## config.mk

```make
export PLATFORM = sky130hd
export DESIGN_NAME = dest_flow_ctrl_flat
export DESIGN_NICKNAME = d
export VERILOG_FILES = /design/src/rtl/dest_flow_ctrl_pkg.sv /design/src/rtl/dest_flow_ctrl_if.sv /design/src/rtl/dest_pause_ctrl.sv /design/src/rtl/dest_flow_ctrl.sv /design/src/flat_wrapper.sv
export SDC_FILE = /design/constraint.sdc
export NUM_CORES = 1
export LEC_CHECK = 0
export CAP_MARGIN = 10
export CORE_MARGIN = 2
export CORE_UTILIZATION = 40
export CTS_CLUSTER_DIAMETER = 30
export CTS_CLUSTER_SIZE = 20
export DETAILED_ROUTE_END_ITERATION = 10
export PLACE_DENSITY = 0.73
export SYNTH_ARGS = -nofsm -noshare
export SYNTH_HDL_FRONTEND = slang
export SYNTH_HIERARCHICAL = 1
export SYNTH_SLANG_ARGS = --single-unit
export TNS_END_PERCENT = 100
```

## constraint.sdc

```tcl
create_clock -name clk -period 2 [get_ports clk]
set_input_delay 0.4 -clock clk [delete_from_list [all_inputs] [get_ports clk]]
set_output_delay 0.4 -clock clk [all_outputs]
set_load 0.03 [all_outputs]
```

## src/rtl/dest_flow_ctrl_pkg.sv

```systemverilog
`default_nettype none
// ============================================================================
// Module   : dest_flow_ctrl_pkg
// Brief    : Shared defaults and pause-FSM state encoding for dest_flow_ctrl.
// Revision : 1.0 - initial release
// ============================================================================
package dest_flow_ctrl_pkg;

    // Default geometry: 6-bit words, 8-entry destination FIFOs.
    localparam int DEF_DATA_W = 6;
    localparam int DEF_DEPTH  = 8;
    localparam int DEF_CNT_W  = 4;   // clog2(DEF_DEPTH) + 1

    // Per-destination back-pressure state.
    typedef enum logic [0:0] {
        ST_NORMAL = 1'b0,
        ST_PAUSED = 1'b1
    } pause_state_e;

endpackage : dest_flow_ctrl_pkg
`default_nettype wire

```

## src/rtl/dest_flow_ctrl_if.sv

```systemverilog
`default_nettype none
// ============================================================================
// Module   : dest_flow_ctrl_if
// Brief    : Bundle of the input stream, pop strobes, thresholds and all
//            status outputs of dest_flow_ctrl.
// Revision : 1.0 - initial release
// ============================================================================
interface dest_flow_ctrl_if #(
    parameter int DATA_W = 6,
    parameter int CNT_W  = 4
) ();

    logic              valid_in;
    logic [DATA_W-1:0] data_in;
    logic              pop_d0;
    logic              pop_d1;
    logic [CNT_W-1:0]  umbral_af;
    logic [CNT_W-1:0]  umbral_ae;

    logic              push_d0;
    logic              push_d1;
    logic [DATA_W-1:0] data_out;
    logic              pause_d0;
    logic              pause_d1;
    logic [CNT_W-1:0]  count_d0;
    logic [CNT_W-1:0]  count_d1;
    logic              overflow_err;
    logic              underflow_err;
    logic              idle;

    // Flow controller side.
    modport slave (
        input  valid_in, data_in, pop_d0, pop_d1, umbral_af, umbral_ae,
        output push_d0, push_d1, data_out, pause_d0, pause_d1,
               count_d0, count_d1, overflow_err, underflow_err, idle
    );

    // Upstream/downstream driver side.
    modport master (
        output valid_in, data_in, pop_d0, pop_d1, umbral_af, umbral_ae,
        input  push_d0, push_d1, data_out, pause_d0, pause_d1,
               count_d0, count_d1, overflow_err, underflow_err, idle
    );

endinterface : dest_flow_ctrl_if
`default_nettype wire

```

## src/rtl/dest_pause_ctrl.sv

```systemverilog
`default_nettype none
// ============================================================================
// Module   : dest_pause_ctrl
// Brief    : Occupancy tracker, NORMAL/PAUSED hysteresis FSM and sticky
//            error flags for a single destination FIFO.
// Revision : 1.0 - initial release
// ============================================================================
module dest_pause_ctrl
    import dest_flow_ctrl_pkg::*;
#(
    parameter int DEPTH = DEF_DEPTH,
    parameter int CNT_W = DEF_CNT_W
) (
    input  wire logic             clk,
    input  wire logic             reset_L,
    input  wire logic             i_push,      // registered push strobe
    input  wire logic             i_pop,       // downstream consumed one entry
    input  wire logic             i_drop,      // push attempt suppressed as full
    input  wire logic [CNT_W-1:0] i_umbral_af,
    input  wire logic [CNT_W-1:0] i_umbral_ae,
    output logic      [CNT_W-1:0] o_count,
    output logic                  o_pause,
    output logic                  o_full,
    output logic                  o_ovf,
    output logic                  o_unf
);

    localparam logic [CNT_W-1:0] c_depth    = CNT_W'(DEPTH);
    localparam logic [CNT_W-1:0] c_depth_m1 = CNT_W'(DEPTH - 1);
    localparam logic [CNT_W-1:0] c_one      = CNT_W'(1);

    logic [CNT_W-1:0] r_count;
    logic [CNT_W-1:0] w_count_nxt;
    logic             r_ovf;
    logic             r_unf;
    logic             w_ovf_nxt;
    logic             w_unf_nxt;
    pause_state_e     r_state;
    pause_state_e     w_state_nxt;

    // Counter next value and error detection; push+pop on one edge nets to zero.
    always_comb begin
        w_count_nxt = r_count;
        w_ovf_nxt   = r_ovf;
        w_unf_nxt   = r_unf;
        if (i_drop) begin
            w_ovf_nxt = 1'b1;
        end
        if (i_push && !i_pop) begin
            if (r_count == c_depth) begin
                w_ovf_nxt = 1'b1;
            end else begin
                w_count_nxt = r_count + c_one;
            end
        end else if (!i_push && i_pop) begin
            if (r_count == '0) begin
                w_unf_nxt = 1'b1;
            end else begin
                w_count_nxt = r_count - c_one;
            end
        end
    end

    // Occupancy and sticky error registers.
    always_ff @(posedge clk or negedge reset_L) begin
        if (!reset_L) begin
            r_count <= '0;
            r_ovf   <= 1'b0;
            r_unf   <= 1'b0;
        end else begin
            r_count <= w_count_nxt;
            r_ovf   <= w_ovf_nxt;
            r_unf   <= w_unf_nxt;
        end
    end

    // Hysteresis: pause at/above af, resume at/below ae, judged on the registered count.
    always_comb begin
        w_state_nxt = r_state;
        case (r_state)
            ST_NORMAL: if (r_count >= i_umbral_af) w_state_nxt = ST_PAUSED;
            ST_PAUSED: if (r_count <= i_umbral_ae) w_state_nxt = ST_NORMAL;
            default:   w_state_nxt = ST_NORMAL;
        endcase
    end

    // Pause FSM state register.
    always_ff @(posedge clk or negedge reset_L) begin
        if (!reset_L) begin
            r_state <= ST_NORMAL;
        end else begin
            r_state <= w_state_nxt;
        end
    end

    // Full also covers the push already registered but not yet counted.
    assign o_full  = (r_count == c_depth) || (i_push && (r_count == c_depth_m1));
    assign o_count = r_count;
    assign o_pause = (r_state == ST_PAUSED);
    assign o_ovf   = r_ovf;
    assign o_unf   = r_unf;

endmodule : dest_pause_ctrl
`default_nettype wire

```

## src/rtl/dest_flow_ctrl.sv

```systemverilog
`default_nettype none
// ============================================================================
// Module   : dest_flow_ctrl
// Brief    : Routes incoming words to one of two destination FIFOs by MSB,
//            registers the push strobe/word, and tracks per-destination
//            occupancy with hysteresis back-pressure.
// Revision : 1.0 - initial release
// ============================================================================
module dest_flow_ctrl
    import dest_flow_ctrl_pkg::*;
#(
    parameter int DATA_W = DEF_DATA_W,
    parameter int DEPTH  = DEF_DEPTH,
    parameter int CNT_W  = DEF_CNT_W
) (
    input  wire logic        clk,
    input  wire logic        reset_L,
    dest_flow_ctrl_if.slave  bus_if
);

    logic              w_dest;
    logic              w_req_d0;
    logic              w_req_d1;
    logic              w_full_d0;
    logic              w_full_d1;
    logic              w_push_d0_nxt;
    logic              w_push_d1_nxt;
    logic              w_drop_d0;
    logic              w_drop_d1;
    logic              r_push_d0;
    logic              r_push_d1;
    logic [DATA_W-1:0] r_data_out;
    logic [CNT_W-1:0]  w_count_d0;
    logic [CNT_W-1:0]  w_count_d1;
    logic              w_pause_d0;
    logic              w_pause_d1;
    logic              w_ovf_d0;
    logic              w_ovf_d1;
    logic              w_unf_d0;
    logic              w_unf_d1;

    // Demux: MSB picks the destination; a full destination drops the word.
    assign w_dest        = bus_if.data_in[DATA_W-1];
    assign w_req_d0      = bus_if.valid_in && !w_dest;
    assign w_req_d1      = bus_if.valid_in &&  w_dest;
    assign w_push_d0_nxt = w_req_d0 && !w_full_d0;
    assign w_push_d1_nxt = w_req_d1 && !w_full_d1;
    assign w_drop_d0     = w_req_d0 &&  w_full_d0;
    assign w_drop_d1     = w_req_d1 &&  w_full_d1;

    // Output register: one-cycle push strobe, word held between pushes.
    always_ff @(posedge clk or negedge reset_L) begin
        if (!reset_L) begin
            r_push_d0  <= 1'b0;
            r_push_d1  <= 1'b0;
            r_data_out <= '0;
        end else begin
            r_push_d0 <= w_push_d0_nxt;
            r_push_d1 <= w_push_d1_nxt;
            if (w_push_d0_nxt || w_push_d1_nxt) begin
                r_data_out <= bus_if.data_in;
            end
        end
    end

    dest_pause_ctrl #(
        .DEPTH (DEPTH),
        .CNT_W (CNT_W)
    ) u_pause_d0 (
        .clk         (clk),
        .reset_L     (reset_L),
        .i_push      (r_push_d0),
        .i_pop       (bus_if.pop_d0),
        .i_drop      (w_drop_d0),
        .i_umbral_af (bus_if.umbral_af),
        .i_umbral_ae (bus_if.umbral_ae),
        .o_count     (w_count_d0),
        .o_pause     (w_pause_d0),
        .o_full      (w_full_d0),
        .o_ovf       (w_ovf_d0),
        .o_unf       (w_unf_d0)
    );

    dest_pause_ctrl #(
        .DEPTH (DEPTH),
        .CNT_W (CNT_W)
    ) u_pause_d1 (
        .clk         (clk),
        .reset_L     (reset_L),
        .i_push      (r_push_d1),
        .i_pop       (bus_if.pop_d1),
        .i_drop      (w_drop_d1),
        .i_umbral_af (bus_if.umbral_af),
        .i_umbral_ae (bus_if.umbral_ae),
        .o_count     (w_count_d1),
        .o_pause     (w_pause_d1),
        .o_full      (w_full_d1),
        .o_ovf       (w_ovf_d1),
        .o_unf       (w_unf_d1)
    );

    assign bus_if.push_d0       = r_push_d0;
    assign bus_if.push_d1       = r_push_d1;
    assign bus_if.data_out      = r_data_out;
    assign bus_if.pause_d0      = w_pause_d0;
    assign bus_if.pause_d1      = w_pause_d1;
    assign bus_if.count_d0      = w_count_d0;
    assign bus_if.count_d1      = w_count_d1;
    assign bus_if.overflow_err  = w_ovf_d0 || w_ovf_d1;
    assign bus_if.underflow_err = w_unf_d0 || w_unf_d1;
    assign bus_if.idle          = (w_count_d0 == '0) && (w_count_d1 == '0) &&
                                  !r_push_d0 && !r_push_d1;

endmodule : dest_flow_ctrl
`default_nettype wire

```

## src/flat_wrapper.sv

```systemverilog
// flat-port wrapper written by rule: the top's interface ports become plain ports
module dest_flow_ctrl_flat import dest_flow_ctrl_pkg::*;
#(
    parameter int DATA_W = DEF_DATA_W,
    parameter int DEPTH  = DEF_DEPTH,
    parameter int CNT_W  = DEF_CNT_W
)
  (clk, reset_L, bus_if_valid_in, bus_if_data_in, bus_if_pop_d0, bus_if_pop_d1, bus_if_umbral_af, bus_if_umbral_ae, bus_if_push_d0, bus_if_push_d1, bus_if_data_out, bus_if_pause_d0, bus_if_pause_d1, bus_if_count_d0, bus_if_count_d1, bus_if_overflow_err, bus_if_underflow_err, bus_if_idle);
  dest_flow_ctrl_if #(.DATA_W(DATA_W), .CNT_W(CNT_W)) bus_if_i ();
  input  wire logic clk;
  input  wire logic reset_L;
  input wire logic [$bits(bus_if_i.valid_in)-1:0] bus_if_valid_in;
  input wire logic [$bits(bus_if_i.data_in)-1:0] bus_if_data_in;
  input wire logic [$bits(bus_if_i.pop_d0)-1:0] bus_if_pop_d0;
  input wire logic [$bits(bus_if_i.pop_d1)-1:0] bus_if_pop_d1;
  input wire logic [$bits(bus_if_i.umbral_af)-1:0] bus_if_umbral_af;
  input wire logic [$bits(bus_if_i.umbral_ae)-1:0] bus_if_umbral_ae;
  output wire logic [$bits(bus_if_i.push_d0)-1:0] bus_if_push_d0;
  output wire logic [$bits(bus_if_i.push_d1)-1:0] bus_if_push_d1;
  output wire logic [$bits(bus_if_i.data_out)-1:0] bus_if_data_out;
  output wire logic [$bits(bus_if_i.pause_d0)-1:0] bus_if_pause_d0;
  output wire logic [$bits(bus_if_i.pause_d1)-1:0] bus_if_pause_d1;
  output wire logic [$bits(bus_if_i.count_d0)-1:0] bus_if_count_d0;
  output wire logic [$bits(bus_if_i.count_d1)-1:0] bus_if_count_d1;
  output wire logic [$bits(bus_if_i.overflow_err)-1:0] bus_if_overflow_err;
  output wire logic [$bits(bus_if_i.underflow_err)-1:0] bus_if_underflow_err;
  output wire logic [$bits(bus_if_i.idle)-1:0] bus_if_idle;
  assign bus_if_i.valid_in = bus_if_valid_in;
  assign bus_if_i.data_in = bus_if_data_in;
  assign bus_if_i.pop_d0 = bus_if_pop_d0;
  assign bus_if_i.pop_d1 = bus_if_pop_d1;
  assign bus_if_i.umbral_af = bus_if_umbral_af;
  assign bus_if_i.umbral_ae = bus_if_umbral_ae;
  assign bus_if_push_d0 = bus_if_i.push_d0;
  assign bus_if_push_d1 = bus_if_i.push_d1;
  assign bus_if_data_out = bus_if_i.data_out;
  assign bus_if_pause_d0 = bus_if_i.pause_d0;
  assign bus_if_pause_d1 = bus_if_i.pause_d1;
  assign bus_if_count_d0 = bus_if_i.count_d0;
  assign bus_if_count_d1 = bus_if_i.count_d1;
  assign bus_if_overflow_err = bus_if_i.overflow_err;
  assign bus_if_underflow_err = bus_if_i.underflow_err;
  assign bus_if_idle = bus_if_i.idle;
  dest_flow_ctrl #(.DATA_W(DATA_W), .DEPTH(DEPTH), .CNT_W(CNT_W)) u_core (.clk(clk), .reset_L(reset_L), .bus_if(bus_if_i));
endmodule
```

Word-level counts from Yosys, hierarchy flattened
Index checks and enable logic that the tools add are counted.
Storage, ports and cells
  bits in registers: 22
  input bits: 19
  output and inout port bits: 21
  word-level logic and storage cells: 86
Operators by class
  add/subtract/negate cells: 4
  order comparisons: 4
  equal/unequal tests: 8
  muxes and demuxes: 20
  bitwise gates (word level): 4
  reduce and logical (&&, ||, !) cells: 35
Operator list (count)
  $mux 4: 8
  $logic_and 1x1->1: 15
  $reduce_and 3->1: 4
  $mux 1: 10
  $add 4x1->4 const B: 2
  $eq 4x3->1 const B: 2
  $eq 4x4->1 const B: 2
  $ge 4x4->1: 2
  $le 4x4->1: 2
  $logic_not 4->1: 2
  $ne 2x2->1 const B: 4
  $sub 4x1->4 const B: 2
  $logic_not 1->1: 7
  $logic_or 1x1->1: 5
  $not 1->1: 4
  $pmux 1 s2: 2
  $reduce_bool 2->1: 2

Logic depth before layout (Yosys ltp)
Gate-level depths: netlist of run 1.
  depth after elaboration: 7
  depth in mapped cells: 8
  depth with buffers taken out: 8

Cells and area by module
Netlist of run 1, hierarchy kept.
Modules (own cells, without submodules)
  dest_pause_ctrl: instances 2, cells an instance 65, area an instance 608.1 um2, sequential area each 175.2 um2
  dest_flow_ctrl: instances 1, cells an instance 27, area an instance 354.1 um2, sequential area each 200.2 um2

Worst setup path after synthesis of run 1
Ideal clock, no wire load.
  path kind: flip-flop to output port
  from: register u_core.u_pause_d1.r_count[1] (netlist: u_core/u_pause_d1/o_count[1])
  to: output bus_if_idle
  arrival time: 1780 ps
  data required time: 1600 ps
  path slack: -180 ps
  stages on the path, launching flop included: 3
  buffers on the path: 0
  cell sequence: dfrtp_1 or4_4 nor4_2
Between the ends
  cells in the longest elaborated chain, start to end: 4
RTL lines
  from (decl): line dest_pause_ctrl.sv:32  | logic [CNT_W-1:0] r_count;
  from (signal assigned): line dest_pause_ctrl.sv:71  | r_count <= w_count_nxt;
  $logic_not 4->1: line dest_flow_ctrl.sv:111  | assign bus_if.idle = (w_count_d0 == '0) && (w_count_d1 == '0) &&
  $logic_and 1x1->1 (2 in a row): line dest_flow_ctrl.sv:111
  $logic_and 1x1->1: line dest_flow_ctrl.sv:112  | !r_push_d0 && !r_push_d1;
  to (decl): line flat_wrapper.sv:27  | output wire logic [$bits(bus_if_i.idle)-1:0] bus_if_idle;
No other way between the ends.

Final worst setup path of run 1
  from: register u_core.u_pause_d0.r_count[3] (netlist: u_core/u_pause_d0/o_count[3])
  to: output bus_if_idle
Between the ends
  cells in the longest elaborated chain, start to end: 4
RTL lines (line)
  from (decl): dest_pause_ctrl.sv:32
  from (signal assigned): dest_pause_ctrl.sv:71
  $logic_not 4->1: dest_flow_ctrl.sv:111
  $logic_and 1x1->1 (2 in a row): dest_flow_ctrl.sv:111
  $logic_and 1x1->1: dest_flow_ctrl.sv:112
No other way between the ends.

==> out/results.ini, run 1 <==
[synthesis]
synth-seq-area-share_pct = 35.1
synthTopCellsByArea = dfrtp_1 (35%), ha_1 (19%), inv_1 (6.5%)
ys_ff_latch = 22
synth_largest_area_cell = dfrtp_1
synth_cell_types = 31
netlist_area_um2 = 1570
avgSynthCellArea_um2 = 10.0
synth_top_area_share_pct = 35.1
synth_edf_count = 0
syn-num-nets = 202
synthCells = 157
yosysWarningCount = 6
async_flop_share_pct = 100
synth_flop_cell = dfrtp_1

[clock_tree]
clock_latency_ns = 0.26
cts_buffers = 3
cts_root_buffer = clkbuf_8
clkTransAtPathRegs_ns = 0.08
htree_levels = 1
cts_tree = done
cts.path.max_buffers = 2
cts_sinks = 22

[grt]
grt_max_degree = 23
use_met2_pct = 29.4
busiest_layer = met2
grt_pass1_wl_um = 5660
antenna_found_initial = 0
track_usage_pct = 16.8
gr-usage-met1_pct = 21.3
grt_pass1_vias = 1278
grtUsageMet3_pct = 3.72
overflow = 0

[job]
cap_violations = 0

[worst_setup_path]
startpoint_type = flop
path_max_fanout = 2
critPathKind = reg -> out
r2r_cells = 7
worstPathArrival_ns = 1.64
end_kind = output port
crit_required_ns = 1.60

[power]
power_density_nw_per_um2 = 1420
peakVddDrop_mv = 0.652
total_power_uw = 3170
p_leak_uw = 0.00105

[sta]
timing.slew.headroom_pct = 76.6
clock_skew_ns = 0.00408
rsz0062_at_grt = true
fin_crit_ns = 2.04
tightest_slew_ns = 0.348
fin_crit_sh_pct = 102
fmax_mhz = 491
finalSetupViolations = 1
worst_slack_ns = -0.0357
final_max_slew_viol_count = 0
final_hold_viol_count = 0

[routing]
vias = 1280
drt_iter0_drc = 58
firstDrtPassIters = 4
wl_per_cell_um = 12.4
ant_nets = 0
viasPerCell = 4.81
drcViolationCount = 0
finalWirelength_um = 3300

[placed_design]
port_buffers = 39
detailed_place_hpwl_um = 2550
place_congestion = 0.777
dp_slack_ns = -0.130

[finish]
area_growth_pct = 42.6
antenna_cells = 0
nets = 264
drive_gt1_share_pct = 21.1

[floorplanning]
dieArea_um2 = 4440
ioPinCount = 40
core_area_um2 = 3720
initial_core_util_pct = 42.3
dieHeight_um = 66.7
die_w_um = 66.7
rows = 22

[hold_path]
hold_depth = 1
hold_class = reg -> reg

[status]
violations = setup timing
outcome = complete, but fails checks

[repair_timing]
item / 4_1_cts / 5_1_grt
pin swaps: 1 / 0
buffers inserted: 1 / 0
setup endpoints to repair: 2 / 1
gates resized for setup: 4 / 1
hold buffers: 0 / 0
[layout by cell type, fill, tap and decap left out]
cell type | netlist | layout
nand2_1 | 12 | 12
clkdlybuf4s50_1 | 0 | 38
fa_1 | 2 | 2
nor3b_1 | 1 | 1
or4_4 | 1 | 2
bufinv_16 | 0 | 1
nand3_1 | 4 | 4
o21a_1 | 2 | 2
mux2i_1 | 1 | 1
o221ai_1 | 2 | 2
and3b_1 | 1 | 1
ha_1 | 24 | 24
o21ai_2 | 2 | 2
dfrtp_2 | 0 | 4
a21oi_4 | 2 | 2
a21oi_1 | 12 | 12
xnor2_1 | 8 | 8
o22ai_1 | 3 | 3
a311o_1 | 2 | 2
nand4_1 | 2 | 2
mux2_1 | 1 | 1
or2_2 | 2 | 2
mux2_2 | 4 | 4
nor4_4 | 0 | 1
buf_6 | 2 | 1
a31o_2 | 2 | 2
o21ai_0 | 4 | 4
clkbuf_8 | 0 | 3
inv_1 | 27 | 27
dfrtp_1 | 22 | 18
and3_1 | 3 | 3
nor3_2 | 2 | 2
nor2_1 | 3 | 3
nand2b_1 | 2 | 2
buf_4 | 0 | 20
[area by class of cell]
class / instances / area [um^2]
clock inverter: 1 / 30.0
inverter: 27 / 101
tap: 48 / 60.1
clock buffer: 3 / 41.3
fill: 339 / 1480
sequential: 22 / 556
multi-input combinational: 106 / 908
timing repair buffer: 59 / 542
[where the power goes]
group	leakage (uW)	switching [uW]	internal, uW	total [uW]
clock network	0.0000357	148	267	415
registers	0.000251	164	636	799
logic	0.000758	1020	933	1950
[critical path: stages (launching register included)]
cell	delay (ns)
dfrtp_1	0.39
or4_4	0.56
nor4_4	0.26
buf_6	0.17
[metrics by stage]
stage          hold WS (ns)  instances  utilization, %  area, um^2  setup TNS, ns
2_1_floorplan         0.104        157               -        1580              0
3_3_place_gp          0.449        261            57.8        2150         -0.129
3_5_place_dp          0.458        261            57.8        2150         -0.230
4_1_cts               0.478        266            60.1        2230        -0.0446
5_1_grt               0.501        266            60.2        2240        -0.0826
6_report              0.473        266            60.2        2240        -0.0357
[metal layers]
layer | wire length (um) | vias to the layer above
met5 | 0 | -
met4 | 20 | 0
met3 | 136 | 2
met2 | 1630 | 21
met1 | 1520 | 590
li1 | - | 667
[kinds of logic (layout without fill, tap and decap cells)]
| family | after synthesis | count (layout) | synth area share (%) |
|---|---|---|---|
| muxes | 6 | 6 | 4.22 |
| adders and majority gates | 26 | 26 | 21.7 |
| DFF | 22 | 22 | 35.1 |
| AOI/OAI and AO/OA | 31 | 31 | 13.9 |
| xor gates and xnor gates | 8 | 8 | 4.46 |
| buffers and inverters | 29 | 90 | 7.89 |
| and+or+nand+nor | 35 | 35 | 12.7 |
[final timing paths]
kind                       slack (ns)                           end                          from
max                             -0.04                   bus_if_idle  u_core/u_pause_d0/o_count[3]
max reg2reg                      0.19     u_core/bus_if.data_out[2]  u_core/u_pause_d1/o_count[1]
max in group asynchronous        1.26  u_core/u_pause_d0/o_count[1]                       reset_L
min                              0.47       u_core/u_pause_d1/o_unf       u_core/u_pause_d1/o_unf
min in group asynchronous        0.49     u_core/u_pause_d0/o_pause                       reset_L
min reg2reg                      0.47       u_core/u_pause_d1/o_unf       u_core/u_pause_d1/o_unf
[state kept, by name, indices dropped and copies added, names as in the netlist]
register	flops
u_core/u_pause_d0/o_unf	1
u_core/u_pause_d0/o_ovf	1
u_core/bus_if.push_d1	1
u_core/u_pause_d0/o_count	4
u_core/bus_if.data_out	6
u_core/u_pause_d1/o_ovf	1
u_core/u_pause_d1/o_unf	1
u_core/u_pause_d1/o_pause	1
u_core/u_pause_d0/o_pause	1
u_core/u_pause_d1/o_count	4
u_core/bus_if.push_d0	1
[cell usage after synthesis, drive strengths merged, types with 3 or more instances]
cell / instances
mux2: 5
dfrtp: 22
ha: 24
inv: 27
nor2: 3
and3: 3
nand2: 12
o21ai: 6
a21oi: 14
xnor2: 8
o22ai: 3
nand3: 4
Note: power is estimated with default switching activity, not from simulation.
==> run 2: changes to the inputs <==
CELL_PAD_IN_SITES_DETAIL_PLACEMENT = 1   (was default)
CELL_PAD_IN_SITES_GLOBAL_PLACEMENT = 1   (was default)
CORE_UTILIZATION = 37   (was 40)
PLACE_DENSITY = 0.85   (was 0.73)
==> run 2 against run 1 <==
Net effect: the flow still finishes with violations (setup timing); non-clock buffer count is 5 higher; sequential power is 2% lower; wire length is 60% higher; worst hold slack worse by 0.013 ns; final cell count is 2.6% higher.
==> out/results.ini, run 2 (same netlist as run 1, synthesis figures left out) <==
[status]
outcome = complete, but fails checks  ; unchanged
violations = setup timing  ; unchanged

[worst_setup_path]
end_kind = output port  ; unchanged
reg2reg_slack_ns = 0.06  ; was 0.19 ns
critPathKind = reg -> out  ; unchanged
r2r_cells = 8  ; was 7
max_stage_delay_ns = 0.55  ; was 0.56 ns
path_buf_inv = 1  ; unchanged
path_max_fanout = 2  ; unchanged
startpoint_type = flop  ; unchanged
crit_path_cell_trace = or4_4, nor4_4, buf_4  ; was or4_4, nor4_4, buf_6
timing.rr.start = u_core/u_pause_d1/o_count[0]  ; was u_core/u_pause_d1/o_count[1]
slowest_stage = or4_4  ; unchanged
critPathTopFamily = simple AND/OR/NAND/NOR gates  ; unchanged
crit_required_ns = 1.60  ; about the same
r2r_end = u_core/bus_if.data_out[2]  ; unchanged
worstPathArrival_ns = 1.65  ; was 1.64 ns

[floorplanning]
die_w_um = 69.1  ; was 66.7 um
ioPinCount = 40  ; unchanged
core_area_um2 = 4030  ; was 3720 um^2
rows = 23  ; was 22
dieArea_um2 = 4780  ; was 4440 um^2
dieHeight_um = 69.1  ; was 66.7 um
initial_core_util_pct = 39.0  ; was 42.3%

[grt]
busiest_layer = met2  ; unchanged
grt_pass1_vias = 1681  ; was 1278
grtUsageMet3_pct = 2.78  ; was 3.72%
grt_max_degree = 23  ; unchanged
gr-usage-met1_pct = 24.7  ; was 21.3%
overflow = 0  ; unchanged
track_usage_pct = 22.1  ; was 16.8%
use_met2_pct = 42.2  ; was 29.4%
grt_pass1_wl_um = 8340  ; was 5660 um
antenna_found_initial = 0  ; unchanged

[finish]
mostFrequentLayoutCells = clkdlybuf4s50_1 (34), buf_4 (26), inv_1 (25), ha_1 (22), dfrtp_1 (19)  ; was clkdlybuf4s50_1 (38), inv_1 (27), ha_1 (24), buf_4 (20), dfrtp_1 (18)
drive_gt1_share_pct = 27.8  ; was 21.1%
seqCellArea_um2 = 554  ; was 556 um^2
nets = 269  ; was 264
multiInputGateArea_um2 = 967  ; was 908 um^2
n_fill_cell = 461  ; was 339
final_common_cell = clkdlybuf4s50_1  ; unchanged
antenna_cells = 0  ; unchanged
largest_register_ffs = 6  ; unchanged
area_growth_pct = 49.2  ; was 42.6%

[sta]
final_hold_viol_count = 0  ; unchanged
setup-tns-final_ns = -0.0481  ; was -0.0357 ns
rsz0062_at_grt = true  ; unchanged
timing.slew.headroom_pct = 75.6  ; was 76.6%
fmax_mhz = 488  ; was 491 MHz
finalSetupViolations = 1  ; unchanged
final_max_slew_viol_count = 0  ; unchanged
worst_slack_ns = -0.0481  ; was -0.0357 ns
fin_crit_ns = 2.05  ; was 2.04 ns
clock_skew_ns = 0.0140  ; was 0.00408 ns
tightest_slew_ns = 0.362  ; was 0.348 ns
fin_crit_sh_pct = 102  ; about the same

[placed_design]
detailed_place_hpwl_um = 3530  ; was 2550 um
place_congestion = 0.762  ; was 0.777
port_buffers = 39  ; unchanged

[routing]
finalWirelength_um = 5260  ; was 3300 um
drcViolationCount = 0  ; unchanged
ant_nets = 0  ; unchanged
firstDrtPassIters = 4  ; unchanged
vias = 1397  ; was 1280
viasPerCell = 5.12  ; was 4.81
drt_iter0_drc = 40  ; was 58
wl_per_cell_um = 19.3  ; was 12.4 um

[job]
cap_violations = 0  ; unchanged

[clock_tree]
cts_root_buffer = clkbuf_8  ; unchanged
clkTransAtPathRegs_ns = 0.10  ; was 0.08 ns
clock_latency_ns = 0.28  ; was 0.26 ns
cts_buffers = 3  ; unchanged
htree_levels = 1  ; unchanged
cts.path.max_buffers = 2  ; unchanged
cts_tree = done  ; unchanged
cts_sinks = 22  ; unchanged
postCtsHoldBufs = 0  ; unchanged

[power]
p_leak_uw = 0.00111  ; was 0.00105 uW
peakVddDrop_mv = 0.594  ; was 0.652 mV
power_density_nw_per_um2 = 1540  ; was 1420 nW/um^2
total_power_uw = 3600  ; was 3170 uW

[hold_path]
hold_class = in -> async  ; was reg -> reg

-- run 2: cell count changes in the layout (fill, tap and decap cells not counted), moves of 2 or more --
cell	delta
nand3_2	+2
ha_1	-2
inv_1	-2
buf_4	+6
inv_2	+2
nand3_1	-2
a21oi_2	+3
dlymetal6s2s_1	+4
a21oi_1	-3
clkdlybuf4s50_1	-4
-- run 2: what timing repair did --
item / 4_1_cts / 5_1_grt
pin swaps: 1 / 7
setup buffers: 8 / 0
resized for setup: 3 / 17
setup endpoints to repair: 1 / 12
-- run 2: power breakdown --
group          switching (uW)  internal, uW
Clock                     172           268
Sequential                148           634
Combinational            1290          1090
Total                    1610          1990
-- run 2: worst register-to-register path, cell delays in order, from the launching register on --
cell,delay [ns]
dfrtp_1,0.40
buf_4,0.15
buf_4,0.14
nor3_2,0.23
nand2_1,0.10
o21ai_0,0.16
mux2i_1,0.16
nand2_2,0.16
mux2_2,0.35
-- run 2: layout make-up --
class	instances	share of cell area, %
Sequential cell	22	23.7
Inverter	27	4.33
Clock buffer	3	1.76
Multi-Input combinational cell	106	41.3
Timing Repair Buffer	64	25.0
Tap cell	50	2.67
Clock inverter	1	1.28
-- run 2: per-layer routing --
metal / wire length, um / up-vias
met4: 67 / 0
met2: 3020 / 27
met3: 136 / 7
met1: 2040 / 691
li1: - / 672
met5: 0 / -
-- run 2: how the worst max path moves through the flow --
stage,from,end,cells after the start
2_1_floorplan,u_core/u_pause_d0/o_count[0],bus_if_idle,2
3_3_place_gp,bus_if_pop_d1,u_core/u_pause_d1/o_count[3],9
3_5_place_dp,bus_if_pop_d1,u_core/u_pause_d1/o_count[3],9
4_1_cts,u_core/u_pause_d1/o_count[1],bus_if_idle,3
5_1_grt,u_core/u_pause_d0/o_count[3],bus_if_idle,3
6_report,u_core/u_pause_d0/o_count[3],bus_if_idle,3
-- run 2: per-stage QoR --
stage / cell area, um^2 / util, % / std cells / worst slack [ns] / hold slack [ns]
after detailed placement: 2140 / 53.0 / 261 / -0.233 / 0.479
after global routing: 2340 / 58.1 / 273 / -0.0731 / 0.484
after CTS: 2270 / 56.4 / 273 / -0.0483 / 0.478
after global placement: 2140 / 53.0 / 261 / -0.0507 / 0.456
final: 2340 / 58.1 / 273 / -0.0481 / 0.460
after floorplan: 1580 / - / 157 / 0.0182 / 0.104
